===== src/rtl/moe_pkg.sv =====
// Shared widths and state encoding for the MoE datapath blocks.
// Latency: n/a (types and constants only).
// Backpressure: n/a.
package moe_pkg;

    localparam int FP16_W = 16;
    localparam int NUM_PE = 16;
    localparam int VEC_W  = 256;

    typedef enum logic [1:0] {
        IDLE    = 2'd0,
        COLLECT = 2'd1,
        DRAIN   = 2'd2
    } oc_state_t;

endpackage


===== src/rtl/oc_vec_fifo.sv =====
// Synchronous first-word-fall-through FIFO holding assembled vectors.
// Latency: a push is visible on rdata the cycle after the write edge.
// Backpressure: push while full is dropped unless a pop happens in the same cycle.
//
// Ports: push/wdata write side, pop/rdata read side (rdata = head entry),
//        empty/full/count occupancy status.
module oc_vec_fifo #(
    parameter int W     = 257,
    parameter int DEPTH = 4
) (
    input  logic                       clk,
    input  logic                       rst_n,
    input  logic                       push,
    input  logic                       pop,
    input  logic [W-1:0]               wdata,
    output logic [W-1:0]               rdata,
    output logic                       empty,
    output logic                       full,
    output logic [$clog2(DEPTH):0]     count
);

    localparam int AW = $clog2(DEPTH);

    logic [W-1:0]  mem [DEPTH];
    logic [AW-1:0] wr_ptr;
    logic [AW-1:0] rd_ptr;
    logic [AW:0]   count_q;
    logic          do_push;
    logic          do_pop;

    assign empty   = (count_q == '0);
    assign full    = (count_q == (AW+1)'(DEPTH));
    assign count   = count_q;
    assign rdata   = mem[rd_ptr];

    // A same-cycle pop frees the slot being written, so full+pop+push is legal.
    assign do_pop  = pop && !empty;
    assign do_push = push && (!full || do_pop);

    always_ff @(posedge clk or negedge rst_n) begin
        if (!rst_n) begin
            wr_ptr  <= '0;
            rd_ptr  <= '0;
            count_q <= '0;
        end else begin
            if (do_push) begin
                wr_ptr <= wr_ptr + AW'(1);
            end
            if (do_pop) begin
                rd_ptr <= rd_ptr + AW'(1);
            end
            case ({do_push, do_pop})
                2'b10:   count_q <= count_q + (AW+1)'(1);
                2'b01:   count_q <= count_q - (AW+1)'(1);
                default: count_q <= count_q;
            endcase
        end
    end

    // Storage needs no reset; occupancy is tracked by count_q.
    always_ff @(posedge clk) begin
        if (do_push) begin
            mem[wr_ptr] <= wdata;
        end
    end

endmodule


===== src/rtl/output_collector.sv =====
// Gathers skewed per-lane PE results into full vectors and streams them to gating.
// Latency: last lane captured at edge t -> vector pushed at t+1 -> out_valid after t+1.
// Backpressure: full FIFO holds lane_full set, dropping lane_ready to stall the PEs.
//
// Ports: cfg_start/cfg_num_vec start a job (IDLE only); lane_valid/lane_data/lane_ready
//        per-lane capture; out_valid/out_ready/out_vec/out_last vector stream;
//        busy, done (drain pulse), err_idle (sticky lane activity while idle).
module output_collector
    import moe_pkg::*;
#(
    parameter int LANES = NUM_PE,
    parameter int DW    = FP16_W,
    parameter int DEPTH = 4,
    parameter int CNT_W = 8
) (
    input  logic                   clk,
    input  logic                   rst_n,
    input  logic                   cfg_start,
    input  logic [CNT_W-1:0]       cfg_num_vec,
    input  logic [LANES-1:0]       lane_valid,
    input  logic [LANES*DW-1:0]    lane_data,
    output logic [LANES-1:0]       lane_ready,
    output logic                   out_valid,
    input  logic                   out_ready,
    output logic [LANES*DW-1:0]    out_vec,
    output logic                   out_last,
    output logic                   busy,
    output logic                   done,
    output logic                   err_idle
);

    localparam int VW = LANES * DW;
    localparam int CW = $clog2(DEPTH) + 1;

    oc_state_t                   state_q;
    oc_state_t                   state_d;
    logic [LANES-1:0]            lane_full_q;
    logic [LANES-1:0][DW-1:0]    lane_dat_q;
    logic [CNT_W:0]              remaining_q;
    logic                        err_idle_q;

    logic                        fifo_push;
    logic                        fifo_pop;
    logic                        fifo_empty;
    logic                        fifo_full;
    logic [CW-1:0]               fifo_count;
    logic [VW:0]                 fifo_wdata;
    logic [VW:0]                 fifo_rdata;
    logic                        is_last;
    logic                        start_job;
    logic [LANES-1:0]            capture;

    assign start_job  = (state_q == IDLE) && cfg_start;

    // Ready depends only on registered state, never on lane_valid.
    assign lane_ready = (state_q == COLLECT) ? ~lane_full_q : '0;
    assign capture    = lane_valid & lane_ready;

    assign is_last    = (remaining_q == (CNT_W+1)'(1));
    assign fifo_pop   = !fifo_empty && out_ready;
    assign fifo_push  = (state_q == COLLECT) && (&lane_full_q) && (!fifo_full || fifo_pop);
    assign fifo_wdata = {is_last, lane_dat_q};

    // Head is masked while empty so stale storage never leaks after reset.
    assign out_valid  = !fifo_empty;
    assign out_vec    = fifo_empty ? '0 : fifo_rdata[VW-1:0];
    assign out_last   = fifo_empty ? 1'b0 : fifo_rdata[VW];

    assign busy       = (state_q != IDLE);
    assign done       = (state_q == DRAIN) && fifo_empty;
    assign err_idle   = err_idle_q;

    oc_vec_fifo #(
        .W     (VW + 1),
        .DEPTH (DEPTH)
    ) u_fifo (
        .clk   (clk),
        .rst_n (rst_n),
        .push  (fifo_push),
        .pop   (fifo_pop),
        .wdata (fifo_wdata),
        .rdata (fifo_rdata),
        .empty (fifo_empty),
        .full  (fifo_full),
        .count (fifo_count)
    );

    always_comb begin
        state_d = state_q;
        case (state_q)
            IDLE: begin
                if (cfg_start) begin
                    state_d = COLLECT;
                end
            end
            COLLECT: begin
                if (fifo_push && is_last) begin
                    state_d = DRAIN;
                end
            end
            DRAIN: begin
                // DRAIN is entered on a push, so empty here means the final pop happened.
                if (fifo_count == '0) begin
                    state_d = IDLE;
                end
            end
            default: state_d = IDLE;
        endcase
    end

    always_ff @(posedge clk or negedge rst_n) begin
        if (!rst_n) begin
            state_q     <= IDLE;
            lane_full_q <= '0;
            remaining_q <= '0;
            err_idle_q  <= 1'b0;
        end else begin
            state_q <= state_d;

            if (fifo_push) begin
                lane_full_q <= '0;
            end else begin
                lane_full_q <= lane_full_q | capture;
            end

            if (start_job) begin
                remaining_q <= (cfg_num_vec == '0) ? {1'b1, {CNT_W{1'b0}}}
                                                   : {1'b0, cfg_num_vec};
            end else if (fifo_push) begin
                remaining_q <= remaining_q - (CNT_W+1)'(1);
            end

            // Starting a job clears the flag even if a stray lane_valid coincides.
            if (start_job) begin
                err_idle_q <= 1'b0;
            end else if ((state_q == IDLE) && (|lane_valid)) begin
                err_idle_q <= 1'b1;
            end
        end
    end

    always_ff @(posedge clk) begin
        for (int i = 0; i < LANES; i++) begin
            if (capture[i]) begin
                lane_dat_q[i] <= lane_data[DW*i +: DW];
            end
        end
    end

endmodule

===== config.mk =====
export PLATFORM = sky130hd
export DESIGN_NAME = output_collector
export DESIGN_NICKNAME = d
export VERILOG_FILES = /design/src/rtl/moe_pkg.sv /design/src/rtl/oc_vec_fifo.sv /design/src/rtl/output_collector.sv
export SDC_FILE = /design/constraint.sdc
export NUM_CORES = 1
export LEC_CHECK = 0
export ABC_AREA = 1
export BUFFER_PORTS_ARGS = -buffer_cell sky130_fd_sc_hd__clkbuf_2
export CELL_PAD_IN_SITES_DETAIL_PLACEMENT = 1
export CELL_PAD_IN_SITES_GLOBAL_PLACEMENT = 1
export CORE_ASPECT_RATIO = 1.5
export CORE_UTILIZATION = 40
export DETAILED_ROUTE_END_ITERATION = 8
export GPL_ROUTABILITY_DRIVEN = 0
export PLACE_DENSITY_LB_ADDON = 0.12
export SLEW_MARGIN = 25
export SYNTH_ARGS = -nofsm -noshare
export SYNTH_HDL_FRONTEND = slang
export SYNTH_HIERARCHICAL = 1
export SYNTH_SLANG_ARGS = --single-unit

===== constraint.sdc =====
create_clock -name clk -period 13.6 [get_ports clk]
set_input_delay 2.04 -clock clk [delete_from_list [all_inputs] [get_ports clk]]
set_output_delay 2.04 -clock clk [all_outputs]
set_load 0.05 [all_outputs]

# == Yosys cells after proc, flatten, opt, wreduce, memory -nomap -nowiden ==
# Memory sizes are Yosys's and may differ from the RTL's.
# Index checks and enable logic that the tools add are counted.
# word_totals
ramBits,1028
output_inout_bits,277
word_cells,80
n_memories,1
register_bits,291
inputBits,284
# classes
n_bitwise,3
addsub,5
n_reduce_logical,23
n_eq_ne,9
mux,16
# mem_list
memory,depth,width,read_ports,rd_clocked_by_memory_dff,wr,line,text
u_fifo.mem,4,257,1,0,1,oc_vec_fifo.sv:24,logic [W-1:0] mem [DEPTH];
# op_table
cell,count
256-bit two-way mux,1
16-bit two-way mux,2
9-bit two-way mux,3
16-bit AND,1
16-bit inverter,1
16-bit bitwise OR,1
16-bit AND reduction,1
16-bit OR reduction,1
9-bit by 1-bit == test with 1-bit output (second input constant),1
1-bit logical AND,9
9-bit by 1-bit subtractor with 9-bit output (second input constant),1
8-bit zero test,1
2-bit nonzero test,4
2-bit two-way mux,3
2-bit one-hot mux with 3 select lines,1
3-bit one-hot mux with 2 select lines,1
1-bit two-way mux,5
2-bit by 1-bit adder with 2-bit output (second input constant),2
2-bit by 1-bit == test with 1-bit output (second input constant),2
2-bit == test (second input constant),2
2-bit != test (second input constant),2
3-bit by 1-bit adder with 3-bit output (second input constant),1
3-bit == test (second input constant),1
3-bit zero test,1
6 further kinds,8

# == Logic depth before layout (Yosys ltp) ==
# logic_depth
depth_word,8
mapped_depth,14

# == By module ==
# The synthesis kept the hierarchy.
# by_module_without_submodules
module,cells_per_inst,instances,area_per_inst_um2
oc_vec_fifo,2541,1,38202.9
output_collector,1051,1,11494.8

# == Least setup slack after synthesis ==
# OpenSTA, ideal clock, no wires.
# synth_timing
path_type,input port to flip-flop
startpoint,input out_ready
endpoint,memory u_fifo.mem[0][0] (enable)
path_buffers,0
stages,6
required_ns,12.719
slack_ns,-0.577
arrival_ns,13.296
setup_ns,0.881
path_cell_list,inv_1 o21ai_2 nand4_1 nor2_1 o21ai_1 nor2_1
# synth_between
elab_chain_cells,6
word_cells_on_any_way,8
# synth_rtl
item,line,text
start: declaration,output_collector.sv:24,"input logic out_ready,"
1-bit logical AND,output_collector.sv:60,assign fifo_pop = !fifo_empty && out_ready;
1-bit logical OR,output_collector.sv:61,assign fifo_push = (state_q == COLLECT) && (&lane_full_q) && (!fifo_full || fifo_pop);
1-bit logical AND,output_collector.sv:61,
named net fifo_push,output_collector.sv:42,logic fifo_push;
1-bit logical AND,oc_vec_fifo.sv:38,assign do_push = push && (!full || do_pop);
1-bit two-way mux,oc_vec_fifo.sv:62,if (do_push) begin
1-bit two-way mux (implied by the code),oc_vec_fifo.sv:63,mem[wr_ptr] <= wdata;
end: declaration,oc_vec_fifo.sv:24,
# The timed path passes the listed nets, and every way through them passes these cells.

# == Worst setup path in the final report ==
# layout_timing
startpoint,register u_fifo.rd_ptr[0]
endpoint,output out_vec[48]
# layout_between
elab_chain_cells,2
# layout_rtl
item,line,text
start: declaration,oc_vec_fifo.sv:26,logic [AW-1:0] rd_ptr;
start signal: assignment,oc_vec_fifo.sv:50,rd_ptr <= rd_ptr + AW'(1);
memory 4 x 257 bit,n/a,
named net fifo_rdata[48],output_collector.sv:48,logic [VW:0] fifo_rdata;
256-bit two-way mux,output_collector.sv:66,assign out_vec = fifo_empty ? '0 : fifo_rdata[VW-1:0];
end: declaration,output_collector.sv:25,"output logic [LANES*DW-1:0] out_vec,"
# The timed path passes the listed nets, and every way through them passes these cells.

==> flow_summary.ini <==
[cts]
cts_setup_buffers = 0
clk_path_buf_depth = 3
clk_pin_slew_ns = 0.06
cts_tree = done
ctsResizeCount = 0
htree_levels = 4
clockRootBuffer = clkbuf_16
numClockSinks = 1319
cts_inserted_buffers = 133
clk_latency_ns = 0.76
hold_buffers = 0

[synth]
avgSynthCellArea_sq_um = 13.8
synthSimpleGateAreaFrac_pct = 7.56
synth.area.mux_share_pct = 0
syn-num-nets = 3883
yosysSeqAreaShare_pct = 79.3
synth-main-ff-cell = edfxtp_1
synth_top_cells_by_area = edfxtp_1 78%, nor2_1 6.4%, o21ai_0 4.2%, o22ai_1 3.2%, inv_1 2.3%
syn_area_sq_um = 49700
synth_compound_area_share_pct = 8.54
ys_warn_count = 6
synth_top_family_by_area = compound AO/OA/AOI/OAI gates
yosysUniqueCellTypes = 34
synth_edf_count = 1284
synth-seq-cells = 1319
synth_cells = 3592
yosysTopAreaCell = edfxtp_1
synth.top_cell.area_share_pct = 77.6
synth_xor_area_share_pct = 0.123
async_reset_ff_share_pct = 2.65
synth_fa_ha_area_share_pct = 0.191

[setup_path]
crit_type = reg -> out
cp_top_family = buffers and inverters
cp_num_cells = 8
startpoint_type = flop
critPathBufInv = 5
required_ns = 11.56
critical_path.slowest_cell = buf_4
reg2reg_to = u_fifo/mem[2][58]$_DFFE_PP_
crit_chain = inv_8, buf_4, buf_12, o21ai_0, o22ai_1, inv_1, nor2_1, clkbuf_2
end_kind = output port
r2r_slack_ns = 9.29
arrival_ns = 5.15
cpPeakStageDelay_ns = 0.84
worst-path-max-fanout = 180
reg2reg_depth = 11
rr_startpoint = u_fifo/count[2]$_DFFE_PN0P_

[pwr]
p_sw_mw = 6.62
peakVddDrop_v = 0.000248
p_per_area_nw_per_um2 = 252
power_frac_clock_pct = 24.1
swShare_pct = 45.0
p_leak_nw = 21.2
finalPower_mw = 14.7
intPower_mw = 8.10
seq_power_share_pct = 34.2
p_comb_share_pct = 41.7

[global_route]
grt_antenna_before_repair = 29
grt_overflow = 0
grt.total_usage_pct = 20.8
grt_max_degree = 204
grt_pass1_vias = 30900
grt_pass1_wl_microns = 194000

[layout]
drive_gt1_share_pct = 19.4
fin_nets = 4415
multi_input_area_sq_um = 8270
fillers = 12600
regArea_sq_um = 39400
final_util_pct = 47.3
areaGrowthSynthToFinish_pct = 17.5

[timing]
grt_setup_unrepaired = false
slew_violations = 0
skew_ns = 0.0314
final-hold-violation-count = 0
period_minus_slack_ns = 7.19
worstMarginPinSlew_ns = 1.24
finalCritPeriodShare_pct = 52.9
fmax_mhz = 139
setup_viol = 0
tns_ns = 0
slew_headroom_pct = 17.7
timing.hold.ws_ns = 0.478

[hold_path]
hold_path.class = reg -> reg
holdCritStartpoint = fifo_wdata[100]$_DFFE_PP_
whs_path_depth = 0
whs_endpoint = u_fifo/mem[3][100]$_DFFE_PP_

[run_status]
status = complete, no violations

[detailed_routing]
drc_errors = 0
drtIter0Drc = 1684
vias = 30200
ant_nets = 0
drt_pass1_iterations = 5
wire_per_inst_microns = 22.7
wl_microns = 133000
viasPerCell = 5.17

[die]
fp.dieW_microns = 290
core_sq_um = 123000
die-area_sq_um = 126000
rows = 158
boundaryPins = 561
die_y_microns = 434
floorplan.initialDensity_pct = 40.3

[run]
drv_cap = 0

[placed_design]
port_buffers = 560
hpwl_microns = 75900
[metal layers]
metal / up-vias / global-route usage [%] / wire length [microns]
met5: - / 0 / 163
li1: 13900 / - / -
met4: 26 / 7.73 / 3250
met1: 15400 / 26.8 / 56200
met2: 737 / 34.8 / 65800
met3: 195 / 4.39 / 7520
[power groups by stage]
stage	Combinational, mW	Sequential (mW)	Clock (mW)
floorplan	4.50	5.07	0
global placement	6.15	5.11	0
detailed placement	6.22	5.13	0
CTS	6.23	5.04	3.65
global route	6.57	5.07	3.77
finish	6.13	5.03	3.54
[worst register-to-register path: cells and delay by family (launching register included)]
family,cells,cell delay [ns]
and+or+nand+nor,4,0.93
AOI/OAI and AO/OA,2,0.42
DFF,1,0.39
buffers and inverters,5,2.14
[sequential cells by signal (all words and copies together), names as in the netlist]
| name | cells |
|---|---|
| remaining_q | 9 |
| fifo_wdata | 256 |
| u_fifo/rd_ptr | 2 |
| u_fifo/count | 3 |
| state_q | 2 |
| u_fifo/mem | 1028 |
| lane_full_q | 16 |
| u_fifo/wr_ptr | 2 |
| err_idle | 1 |
[area by class of cell]
cell class	instances	share of cell area, %
inverters	307	2.01
multi-input cells	1760	14.2
diodes	15	0.0643
flip-flops and latches	1319	67.5
well taps	1600	3.43
repair buffers	603	5.62
clock inverters	59	0.866
clock buffers	183	6.31
[kinds of logic after synthesis]
family / after synthesis
XOR/XNOR: 7
AO/OA/AOI/OAI: 782
AND/OR/NAND/NOR: 964
flip-flops: 1319
adder cells (fa/ha/maj): 7
buffers and inverters: 513
[cells in the final DEF, fill, tap and decap left out, types with 12 or more instances in the layout]
cell type	n
o21ai_1	102
buf_4	31
clkinv_2	18
nand2_1	57
diode_2	15
inv_1	300
o21ai_0	418
o22ai_1	257
dfrtp_1	33
nor2_1	846
clkbuf_2	560
clkbuf_16	141
clkinv_1	25
nor3_2	12
nand3_1	21
edfxtp_1	1284
clkbuf_1	42
[cells in the mapped netlist, types with 2 or more instances]
cell / instances
buf_2: 64
inv_1: 301
nor2_2: 3
o22ai_1: 257
nor2_1: 850
clkbuf_2: 2
nor3_2: 4
nand4_1: 6
nand3_1: 21
buf_4: 17
nand2_2: 3
inv_2: 4
nor3_1: 14
a21oi_1: 3
dfrtp_1: 35
buf_6: 5
ha_1: 6
o21ai_1: 102
o21ai_0: 418
clkbuf_1: 117
nand2_1: 57
xor2_1: 6
edfxtp_1: 1284
nand3_2: 3
[worst max path at each step]
| stage | startpoint | end | slack, ns |
|---|---|---|---|
| finish | u_fifo/rd_ptr[0]$_DFFE_PN0N_ | out_vec[48] | 6.41 |
| global route | u_fifo/rd_ptr[0]$_DFFE_PN0N_ | out_vec[48] | 6.15 |
| CTS | u_fifo/rd_ptr[0]$_DFFE_PN0N_ | out_vec[219] | 6.12 |
| detailed placement | u_fifo/rd_ptr[0]$_DFFE_PN0N_ | out_vec[184] | 7.00 |
| global placement | u_fifo/rd_ptr[0]$_DFFE_PN0N_ | out_vec[184] | 7.09 |
| floorplan | out_ready | u_fifo/mem[0][0]$_DFFE_PP_ | -0.58 |
[per-stage QoR]
| step | instance area, sq um | setup WS (ns) | instances |
|---|---|---|---|
| after floorplan | 49700 | -0.577 | 3592 |
| after global placement | 54100 | 7.09 | 5587 |
| after detailed placement | 54200 | 7.00 | 5589 |
| after CTS | 58400 | 6.12 | 5831 |
| after global routing | 58400 | 6.15 | 5841 |
| final | 58400 | 6.41 | 5846 |
Note: power is estimated with default switching activity, not from simulation.
